File: src/rtl/tqvp_sprite_frame_sched.sv
// Raster scan timing generator with vblank-deferred sprite config commit and sticky vblank IRQ.
// Outside an active scan a commit request is honoured on the next cycle instead of waiting for vblank.
module tqvp_sprite_frame_sched #(
  parameter int H_ACTIVE = 1024,
  parameter int H_FP     = 24,
  parameter int H_SYNC   = 136,
  parameter int H_BP     = 160,
  parameter int V_ACTIVE = 768,
  parameter int V_FP     = 3,
  parameter int V_SYNC   = 6,
  parameter int V_BP     = 29
) (
  input  logic        clk,
  input  logic        rst,
  input  logic        stream_en,
  input  logic        commit_req,
  input  logic        irq_en,
  input  logic        irq_clr,
  output logic [10:0] h_cnt,
  output logic [9:0]  v_cnt,
  output logic        hsync,
  output logic        vsync,
  output logic        visible,
  output logic        commit,
  output logic        commit_pending,
  output logic        irq,
  output logic [7:0]  frame_cnt
);

  localparam int H_TOTAL = H_ACTIVE + H_FP + H_SYNC + H_BP;
  localparam int V_TOTAL = V_ACTIVE + V_FP + V_SYNC + V_BP;

  typedef enum logic {OFF, RUN} state_t;

  state_t state;
  state_t state_next;

  logic scan_on;
  logic h_last;
  logic v_last;
  logic vbl;
  logic want_commit;
  logic commit_now;

  always_ff @(posedge clk) begin
    if (rst) state <= OFF;
    else     state <= state_next;
  end

  always_comb begin
    state_next = state;
    case (state)
      OFF:     if (stream_en)  state_next = RUN;
      RUN:     if (!stream_en) state_next = OFF;
      default: state_next = OFF;
    endcase
  end

  assign scan_on     = (state == RUN) && stream_en;
  assign h_last      = (h_cnt == 11'(H_TOTAL - 1));
  assign v_last      = (v_cnt == 10'(V_TOTAL - 1));
  assign vbl         = scan_on && h_last && (v_cnt == 10'(V_ACTIVE - 1));
  assign want_commit = commit_pending | commit_req;
  // Blocking a pulse while one is already out keeps commit from ever lasting two cycles.
  assign commit_now  = (!scan_on || vbl) && want_commit && !commit;

  always_ff @(posedge clk) begin
    if (rst) begin
      h_cnt     <= '0;
      v_cnt     <= '0;
      hsync     <= 1'b0;
      vsync     <= 1'b0;
      visible   <= 1'b0;
      frame_cnt <= '0;
    end else if (!scan_on) begin
      h_cnt   <= '0;
      v_cnt   <= '0;
      hsync   <= 1'b0;
      vsync   <= 1'b0;
      visible <= 1'b0;
    end else begin
      hsync   <= (h_cnt >= 11'(H_ACTIVE + H_FP)) && (h_cnt < 11'(H_ACTIVE + H_FP + H_SYNC));
      vsync   <= (v_cnt >= 10'(V_ACTIVE + V_FP)) && (v_cnt < 10'(V_ACTIVE + V_FP + V_SYNC));
      visible <= (h_cnt < 11'(H_ACTIVE)) && (v_cnt < 10'(V_ACTIVE));
      if (h_last) begin
        h_cnt <= '0;
        if (v_last) begin
          v_cnt     <= '0;
          frame_cnt <= frame_cnt + 8'd1;
        end else begin
          v_cnt <= v_cnt + 10'd1;
        end
      end else begin
        h_cnt <= h_cnt + 11'd1;
      end
    end
  end

  always_ff @(posedge clk) begin
    if (rst) begin
      commit         <= 1'b0;
      commit_pending <= 1'b0;
    end else if (commit_now) begin
      commit         <= 1'b1;
      commit_pending <= 1'b0;
    end else begin
      commit         <= 1'b0;
      commit_pending <= want_commit;
    end
  end

  // A set on vblank takes priority over a clear on the same edge.
  always_ff @(posedge clk) begin
    if (rst)                irq <= 1'b0;
    else if (vbl && irq_en) irq <= 1'b1;
    else if (irq_clr)       irq <= 1'b0;
  end

endmodule

File: config.mk
export PLATFORM = sky130hd
export DESIGN_NAME = tqvp_sprite_frame_sched
export DESIGN_NICKNAME = d
export VERILOG_FILES = /design/src/rtl/tqvp_sprite_frame_sched.sv
export SDC_FILE = /design/constraint.sdc
export NUM_CORES = 1
export LEC_CHECK = 0
export ABC_AREA = 0
export BUFFER_PORTS_ARGS = -buffer_cell sky130_fd_sc_hd__buf_2
export CAP_MARGIN = 30
export CORE_MARGIN = 2
export CORE_UTILIZATION = 45
export DETAILED_ROUTE_END_ITERATION = 6
export GPL_TIMING_DRIVEN = 0
export PLACE_DENSITY_LB_ADDON = 0.15
export SYNTH_ARGS = -nofsm -noshare
export SYNTH_HDL_FRONTEND = slang
export SYNTH_SLANG_ARGS = --single-unit
File: constraint.sdc
create_clock -name clk -period 2.07 [get_ports clk]
set_input_delay 0.207 -clock clk [delete_from_list [all_inputs] [get_ports clk]]
set_output_delay 0.207 -clock clk [all_outputs]
set_load 0.005 [all_outputs]
* After elaboration in Yosys (flattened, before gate mapping)
Cells that the tools add are included.
** Operators by class
- $add $sub $neg :: 3
- $mul :: 0
- Divide/modulo/power cells :: 0
- Magnitude comparators :: 6
- Equality and inequality tests :: 3
- Shift-type cells :: 0
- Muxes and demuxes :: 5
- Bitwise gates (word level) :: 2
- Reductions and logical operators :: 17
** Operators with widths (number)
- 11-bit < comparator (second input constant) :: 2
- 10-bit == test (second input constant) :: 2
- 10-bit < comparator (second input constant) :: 2
- 11-bit by 1-bit adder with 11-bit output (second input constant) :: 1
- 11-bit == test (second input constant) :: 1
- 11-bit greater-or-equal comparator (second input constant) :: 1
- 10-bit by 1-bit adder with 10-bit output (second input constant) :: 1
- 10-bit greater-or-equal comparator (second input constant) :: 1
- 10-bit two-way mux :: 1
- 1-bit logical AND :: 9
- 8-bit by 1-bit adder with 8-bit output (second input constant) :: 1
- 1-bit two-way mux :: 4
- 2-bit OR reduction :: 2
- 3-bit AND reduction :: 1
- 3-bit OR reduction :: 1
- 1-bit zero test :: 2
- 2-bit nonzero test :: 1
- 1-bit logical OR :: 1
- 1-bit inverter :: 1
- 1-bit bitwise OR :: 1
** Word-level totals
- Register bits after elaboration :: 36
- Latch bits :: 0
- Memory bits (writable) :: 0
- ROM bits :: 0
- Input port bits :: 6
- Output and inout bits :: 35
- Word-level logic and storage cells :: 46
- Memories kept :: 0

* Longest topological paths before layout
Gate-level depths: netlist of run 1.
- Word-level depth :: 7
- Depth in mapped cells :: 7
- Gate-level depth less buffers :: 6

* Least setup slack after synthesis of run 1
No wires, ideal clock.
- Path type :: reg2reg
- From :: reg v_cnt[0]
- To :: reg frame_cnt[5]
- Setup time :: 0.121 ns
- Arrival :: 1.775 ns
- Required time :: 1.949 ns
- Path slack :: 0.174 ns
- Cell stages (with the launch flop) :: 7
- Path buffers :: 1
- Period minus slack after synthesis :: 1.896 ns
- Path through :: dfxtp_1 ha_1 nand4b_1 or3_1 buf_6 nor4_1 mux2_2
** Between the ends
- Cells in the longest elaborated chain, start to end :: 2
** Ends and longest elaborated chain
- start: declaration :: RTL line 20 : output logic [9:0] v_cnt,
- start signal: assignment :: RTL line 91 : v_cnt <= v_cnt + 10'd1;
- 10-bit == test :: RTL line 61 : assign v_last = (v_cnt == 10'(V_TOTAL - 1));
- 3-bit AND reduction (no line)
- end signal: assignment :: RTL line 89 : frame_cnt <= frame_cnt + 8'd1;
- end: declaration :: RTL line 27 : output logic [7:0] frame_cnt
No other way between the ends.
A chain may end at the register's enable or synchronous reset.

* Worst setup path in the final report of run 1
- From :: reg v_cnt[1]
- To :: reg frame_cnt[7]
Same word-level chain as after synthesis.

==> results of run 1 <==
==> critical path, stage by stage, from the launching register on <==
cell      delay (ns)
dfxtp_1         0.36
inv_1           0.09
ha_1            0.14
nand4b_1        0.12
or3_1           0.34
buf_6           0.15
nor4_2          0.26
mux2_2          0.36
==> path summary, 6_finish.rpt <==
check	to	startpoint	depth (start not counted)
worst max-delay path	frame_cnt[7]	v_cnt[1]	7
worst min-delay path	irq	irq_clr	3
worst max register to register	frame_cnt[7]	v_cnt[1]	7
worst min register to register	commit	commit	1
==> stage by stage <==
| step | hold WS [ns] | setup TNS [ns] | instance area (sq um) |
|---|---|---|---|
| global placement | 0.439 | 0 | 2070 |
| floorplan | 0.335 | 0 | 1800 |
| CTS | 0.170 | 0 | 2180 |
| finish | 0.175 | 0 | 2220 |
| detailed placement | 0.440 | -0.0309 | 2070 |
| global route | 0.198 | 0 | 2220 |
==> where the power goes <==
| part | internal, W | switching (W) |
|---|---|---|
| registers | 0.000697 | 0.00000260 |
| clock network | 0.000357 | 0.000249 |
| logic | 0.0000113 | 0.0000170 |
==> per-layer routing <==
metal / GRT usage / wire length, um / vias up
met5: 0 / 0 / -
met4: 0.0714 / 57 / 0
met3: 0.0517 / 176 / 5
met2: 0.300 / 1820 / 32
met1: 0.256 / 1950 / 743
li1: - / - / 832
==> cells by family (layout without fill, tap and decap cells) <==
family | count (synthesis) | after routing | synth area share
buffers and inverters | 15 | 64 | 0.0409
AOI/OAI and AO/OA | 30 | 30 | 0.105
muxes | 4 | 4 | 0.0243
xor gates and xnor gates | 12 | 12 | 0.0583
and+or+nand+nor | 100 | 100 | 0.331
adders and majority gates | 6 | 6 | 0.0416
DFF | 36 | 36 | 0.399
==> repair_timing <==
item	in CTS	in global routing
pin swaps	0	2
endpoints found under the setup margin	6	8
buffers inserted	0	2
hold endpoints to repair	0	0
resized for setup	1	8
==> synth_stat cells, drive strengths merged (5+ instances only) <==
master,number
nand3,9
ha,6
or4,8
and2,5
dfxtp,36
xor2,5
o31ai,8
xnor2,7
nor4,7
a21oi,14
nor2,20
nand4,9
nand2,14
inv,9
nor3,6
==> registers in the layout (all words and copies together) (netlist names) <==
signal          flops
v_cnt              10
visible             1
irq                 1
state               1
vsync               1
commit              1
h_cnt              11
frame_cnt           8
hsync               1
commit_pending      1
==> placed cells by master, fill, tap and decap left out, types with 3 or more instances in the layout <==
cell / instances
a21oi_1: 14
and2_1: 4
and3_1: 4
and4_1: 4
buf_2: 41
buf_4: 3
clkbuf_8: 5
dfxtp_1: 34
ha_1: 5
inv_1: 9
mux2_2: 3
nand2_1: 14
nand3_1: 9
nand4_1: 9
nor2_1: 20
nor2b_1: 4
nor3_1: 5
nor4_1: 5
o31ai_1: 8
or4_1: 8
xnor2_1: 7
xor2_1: 5
==> area by class of cell <==
| cell class | count | area, sq um | share of cell area |
|---|---|---|---|
| flip-flops and latches | 36 | 723 | 0.326 |
| repair buffers | 42 | 215 | 0.0970 |
| plain buffers | 5 | 38.8 | 0.0175 |
| inverters | 9 | 33.8 | 0.0152 |
| clock buffers | 6 | 72.6 | 0.0327 |
| well taps | 50 | 62.6 | 0.0282 |
| clock inverters | 2 | 35.0 | 0.0158 |
| multi-input cells | 152 | 1040 | 0.468 |
==> summary by stage, run 1 <==
Yosys
Of the post-synthesis cell area, the dominant cell type holds 0.399. Synthesis handed over a netlist of 203 instances. By area the synthesized netlist is led by dfxtp_1 (40%), ha_1 (4.2%), nor2_1 (4.2%). Among all flip-flop cells after synthesis, the most frequent one is dfxtp_1. Counting distinct cell types in the post-synthesis netlist gives 41. For this run, the register share of the synthesized area comes to 0.399.

The Yosys warning count is 0. The proportion of synthesized flip-flops having asynchronous set or reset is 0. The cell taking the most area after synthesis is dfxtp_1. Averaged over all synthesized cells, the footprint is 8.89 sq um. The count of flip-flops with a built-in enable after synthesis is 0. The post-synthesis cell area is 0.00180 sq mm. After synthesis the netlist holds a flip-flop and latch count of 36. The number of nets produced by synthesis is 215.

Cells and area
Of the cells placed in the final design, the portion with a size suffix greater than 1 is 0.274. The fill cell total of the finished layout is 366. The net count of the finished layout is 263.

Once layout is complete, the utilization of the core stands at 0.563. The repair_antennas step left the layout with diodes totalling 0. After the flow finishes, the layout carries non-filler instances totaling 302. From synthesis to final layout, the design area changed by 23.0%.

Pwr
The total chip power is 0.00133 W. The static power due to leakage is 0.839 nW. The largest voltage drop on the vdd net is 0.000376 V.

The areal power density over the cells is 601 mW/mm^2.

Global routing
The remaining global-route overflow is 0. The number of global-route vias before repair is 1,390. The maximum number of pins on one net before global-route repair is 12. The number of antenna violations at the first check in global routing is 0. The global-route usage over all layers is 0.193.

The first global-routing pass estimated 6590 um of wire.

Flow run
The max capacitance violation total is 0.

Detailed routing
Once detail routing completed, the nets flagged for antenna violations numbered 0. After detailed routing, the number of vias per cell comes to 5.34. The routed length per placed instance is 13.2 um. For this block, the initial DRC count from the detailed router was 76. The number of iterations in the first detailed-routing pass is 4. The via count of the routed design is 1,612. After detailed routing, the total wire length is 4000 um. For this run, design rule violations remaining after detail routing come to 0.

Clocking
The deepest level of the CTS H-tree is 2. CTS placed an instance of clkbuf_8 at the clock tree root. Clock-pin slew was measured on the worst setup and hold paths at 0.07 ns. The insertion delay to the later sink of the worst-skew pair is 0.29 ns. After clock tree synthesis, the flow added hold-fix buffers numbering 0.

In this run the deepest clock path goes through 2 buffers. The TritonCTS clock tree is yes. Counting every sink on the clock net gives 36. The number of CTS-inserted buffers is 5.

Floorplanning
The number of rows in the core area is 23. The floorplan die width is 67.3 um. The die footprint is 0.00453 sq mm. For this configuration, the core starts out at a cell density of 0.458.

In this run the count of I/O pins placed on the die edge is 41. In this run the standard cell core region covers 0.00394 sq mm. The height of the die is 67.3 um.

Critical path
Data on the critical path arrives at its endpoint at 2.12 ns. The endpoint class of the critical path is a register. The setup slack on the worst flop-to-flop path is 0.13 ns. The start-to-end type of the worst setup path is reg -> reg. The critical-path maximum fanout is 10. The worst setup path is launched from a register.

STA puts the critical path data required time at 2.25 ns.

STA
The post-layout worst setup margin is 0.133 ns. The clock period minus final worst setup slack is 1.94 ns. The final worst clock skew is 0.00528 ns. The final-report setup violation count is 0. The slew at the pin closest to its max-slew limit is 0.731 ns. Setup repair after global routing left no endpoint under its margin. The post-route clock period utilization is 0.936. The final count of pins violating max slew is 0. The maximum clock frequency is 0.516 GHz. Headroom to the max-slew limit came out at 0.509. The number of hold violations in the final report came to 0.

Place
At the end of routability-driven placement, the weighted congestion stood at 0.800. The number of placed instances, taps included, is 293. At the placement stage, the worst setup path has a slack of -0.0149 ns. Buffers placed on the I/O ports in this run total 40. The HPWL reported at the end of detailed placement is 2850 um.

Hold path
The tightest min-delay check is of the in -> reg type.

Status
The flow ran to the end, and the final reports show no timing, DRC or antenna violations.
(Power assumes the default switching activity.)
==> inputs of run 2 (changes only) <==
Settings changed: CTS_BUF_LIST set to sky130_fd_sc_hd__clkbuf_8 sky130_fd_sc_hd__clkbuf_16.
==> run 2 against run 1 <==
Clock power is 0.8% lower. Final cell count stayed put. Maximum frequency hardly changed. Global-route usage stayed put. Count of clock-buffer cells in the layout is 1 lower. Combinational power hardly changed. Critical endpoint unchanged. Worst setup slack hardly changed. Die area stayed put. Register-to-register slack hardly changed. Sequential share of layout area stayed put. Cell area stayed put. Clock skew hardly changed.
==> summary by stage, run 2 (synthesized netlist as in run 1, its figures left out) <==
Global routing
The number of global-route vias before repair is 1,390. After global routing the overflow that remains totals 0. The global-route usage over all layers is 0.193.

The first global-routing pass estimated 6590 um of wire. Entering global routing, the biggest net connects 12 pins. The number of antenna violations at the first check in global routing is 0.

Critical path
The required time reported for the critical path endpoint is 2.25 ns. The critical path goes through inv_1 > ha_1 > nand4b_1 > or3_1 > buf_6 > nor4_2 > mux2_2. Of all nets on the critical path, the largest fanout is 10. The endpoint class of the critical path is a register. The setup path with the least slack is of type reg -> reg.

The critical-path cell with the highest stage delay is dfxtp_1. The logic depth of the worst setup path including buffers is 7. The endpoint identified for the worst register-to-register timing path is frame_cnt[7]. The worst setup path is launched from a register. The end point of the critical path is frame_cnt[7]. The critical path starts at v_cnt[1]. The data arrival time of the critical path is 2.12 ns. The worst stage delay on the critical path is 0.36 ns.

Setup slack on the worst reg-to-reg path comes out at 0.13 ns. The worst register-to-register path begins at v_cnt[1]. The worst reg2reg path depth is 7. The critical path's top delay family is simple AND/OR/NAND/NOR gates.

The critical path contains buffers and inverters numbering 2 combined.

Clocking
After clock tree synthesis, the clock-pin slew on the worst setup and hold paths is 0.07 ns. The TritonCTS clock tree is yes. Clock tree synthesis selected as its root buffer the cell clkbuf_8.

CTS saw 36 sinks. The H-tree was split into 2 levels. In this run, CTS created clock tree buffers numbering 5.

The insertion delay to the later sink of the worst-skew pair is 0.29 ns. The maximum count of clock buffers along a single path is 2.

Floorplanning
The die is 67.3 um wide. After floorplanning, the core was sized to cover 0.00394 sq mm. Measured along the y axis, the die boundary spans 67.3 um. The I/O pin total is 41.

The floorplan has 23 rows. The die covers 0.00453 sq mm. The effective utilization at floorplan is 0.458.

Flow run
The max capacitance violation total is 0.

Pwr
Of the total power, the clock network draws 0.453. For this design the ratio of total power to cell area is 599 mW/mm^2. The largest voltage drop on the vdd net is 0.000374 V.

For this design the static power due to leakage is 0.843 nW. The design internal power is 0.00106 W. Of the total power, the share spent switching nets is 0.203. The combinational share of power is 0.021. In this run the power spent charging and discharging nets is 0.000269 W. The share of total power dissipated in sequential elements is 0.526.

Cells and area
The largest registers in the layout are h_cnt x11, v_cnt x10, frame_cnt x8. The number of diodes added for antenna fixing is 0. Leaving out filler cells and counting taps, the final layout contains 302. The area growth from synthesis to layout is 23.0%. The most common cell after layout, fill and taps aside is buf_2.

The register containing the most flip-flops in the final layout is h_cnt. The number of flip-flops in the largest register is 11. The final layout net count is 263. Of the cells placed in the final design, the portion with a size suffix greater than 1 is 0.274. The fill cell total of the finished layout is 366. Leaving out fill and tap cells, the most frequent cells in the layout are buf_2 (41), dfxtp_1 (34), nor2_1 (20).

Place
The placed cell count is 293. The placer's final routability congestion estimate is 0.800. The HPWL reported at the end of detailed placement is 2850 um. Input and output buffers added on the ports amount to 40.

STA
The number of hold violations in the final report is 0. The slew at the pin closest to its max-slew limit is 0.731 ns. The final count of pins violating max slew was 0. Setup repair after global routing left no endpoint under its margin. The final worst clock skew is 0.00560 ns.

In the finished design, the share of the clock period the worst path needs comes to 0.936. The worst path needs 1.94 ns of the cycle, external delays included. The worst-case headroom to the max-slew limit is 0.508. The final-report setup violation count is 0. Static timing analysis puts the maximum clock frequency at 0.516 GHz. The final setup TNS is 0 ns.

Detailed routing
The number of design-rule violations left by the first detailed-router iteration is 76. The routed length per placed instance is 13.2 um. The first TritonRoute pass finished after 4 iterations.

Detailed routing inserted a total of 1,615 vias. Once detail routing completed, the nets flagged for antenna violations numbered 0. After detailed routing, the number of remaining DRC violations is 0. The average via count per standard cell is 5.35. The detailed-route wire length is 4000 um.

Status
The run finished with clean final reports.

Hold path
The min-delay analysis places its worst path in the category in -> reg.
## run 2: power by group through the flow
| stage | registers (W) | clock network (W) | logic [W] |
|---|---|---|---|
| 6_report | 0.000699 | 0.000602 | 0.0000283 |
| 5_1_grt | 0.000700 | 0.000658 | 0.0000322 |
| 4_1_cts | 0.000699 | 0.000620 | 0.0000286 |
| 3_5_place_dp | 0.000715 | 0 | 0.0000284 |
| 3_3_place_gp | 0.000715 | 0 | 0.0000279 |
| 2_1_floorplan | 0.000715 | 0 | 0.0000134 |
## run 2: worst min path at each step
stage                         start     end  slack (ns)  depth (start not counted)
final                       irq_clr     irq        0.18                          3
after floorplan           stream_en   state        0.34                          1
after global routing        irq_clr     irq        0.20                          3
after detailed placement     commit  commit        0.44                          1
after CTS                 stream_en   state        0.17                          2
after global placement       commit  commit        0.44                          1
## run 2: layout make-up
type                       instances  area, sq um  area share
clock buffer                       5         68.8      0.0310
multi-input combinational        152         1040       0.468
buffer                             5         38.8      0.0175
timing repair buffer              42          215      0.0970
clock inverter                     3         38.8      0.0175
tap                               50         62.6      0.0282
inverter                           9         33.8      0.0152
sequential                        36          723       0.326
## run 2: timing repair
action / 4_1_cts / 5_1_grt
endpoints found under the setup margin: 6 / 8
resized for setup: 1 / 8
hold buffers: 0 / 0
pin swaps: 0 / 2
setup buffers: 0 / 2
## run 2: layer usage
layer,up-vias,share of wire,global-route usage,routed length [um]
li1,832,-,-,-
met1,744,0.48,0.256,1920
met2,34,0.45,0.300,1820
met3,5,0.052,0.0517,206
met4,0,0.014,0.0714,57
met5,-,0,0,0
## run 2: per-stage QoR
step                setup slack (ns)  total power (W)   util  hold WS (ns)  area [sq um]
finish                         0.133          0.00133  0.563         0.175          2220
global route                 0.00907          0.00139  0.563         0.198          2220
CTS                           0.0291          0.00135  0.553         0.170          2180
detailed placement           -0.0149         0.000744  0.524         0.440          2070
global placement             0.00608         0.000743  0.524         0.439          2070
floorplan                      0.174         0.000729      -         0.335          1800
## run 2: tightest hold or removal path: stages
cell	delay, ns
buf_2	0.07
nand2b_1	0.08
a21oi_1	0.05
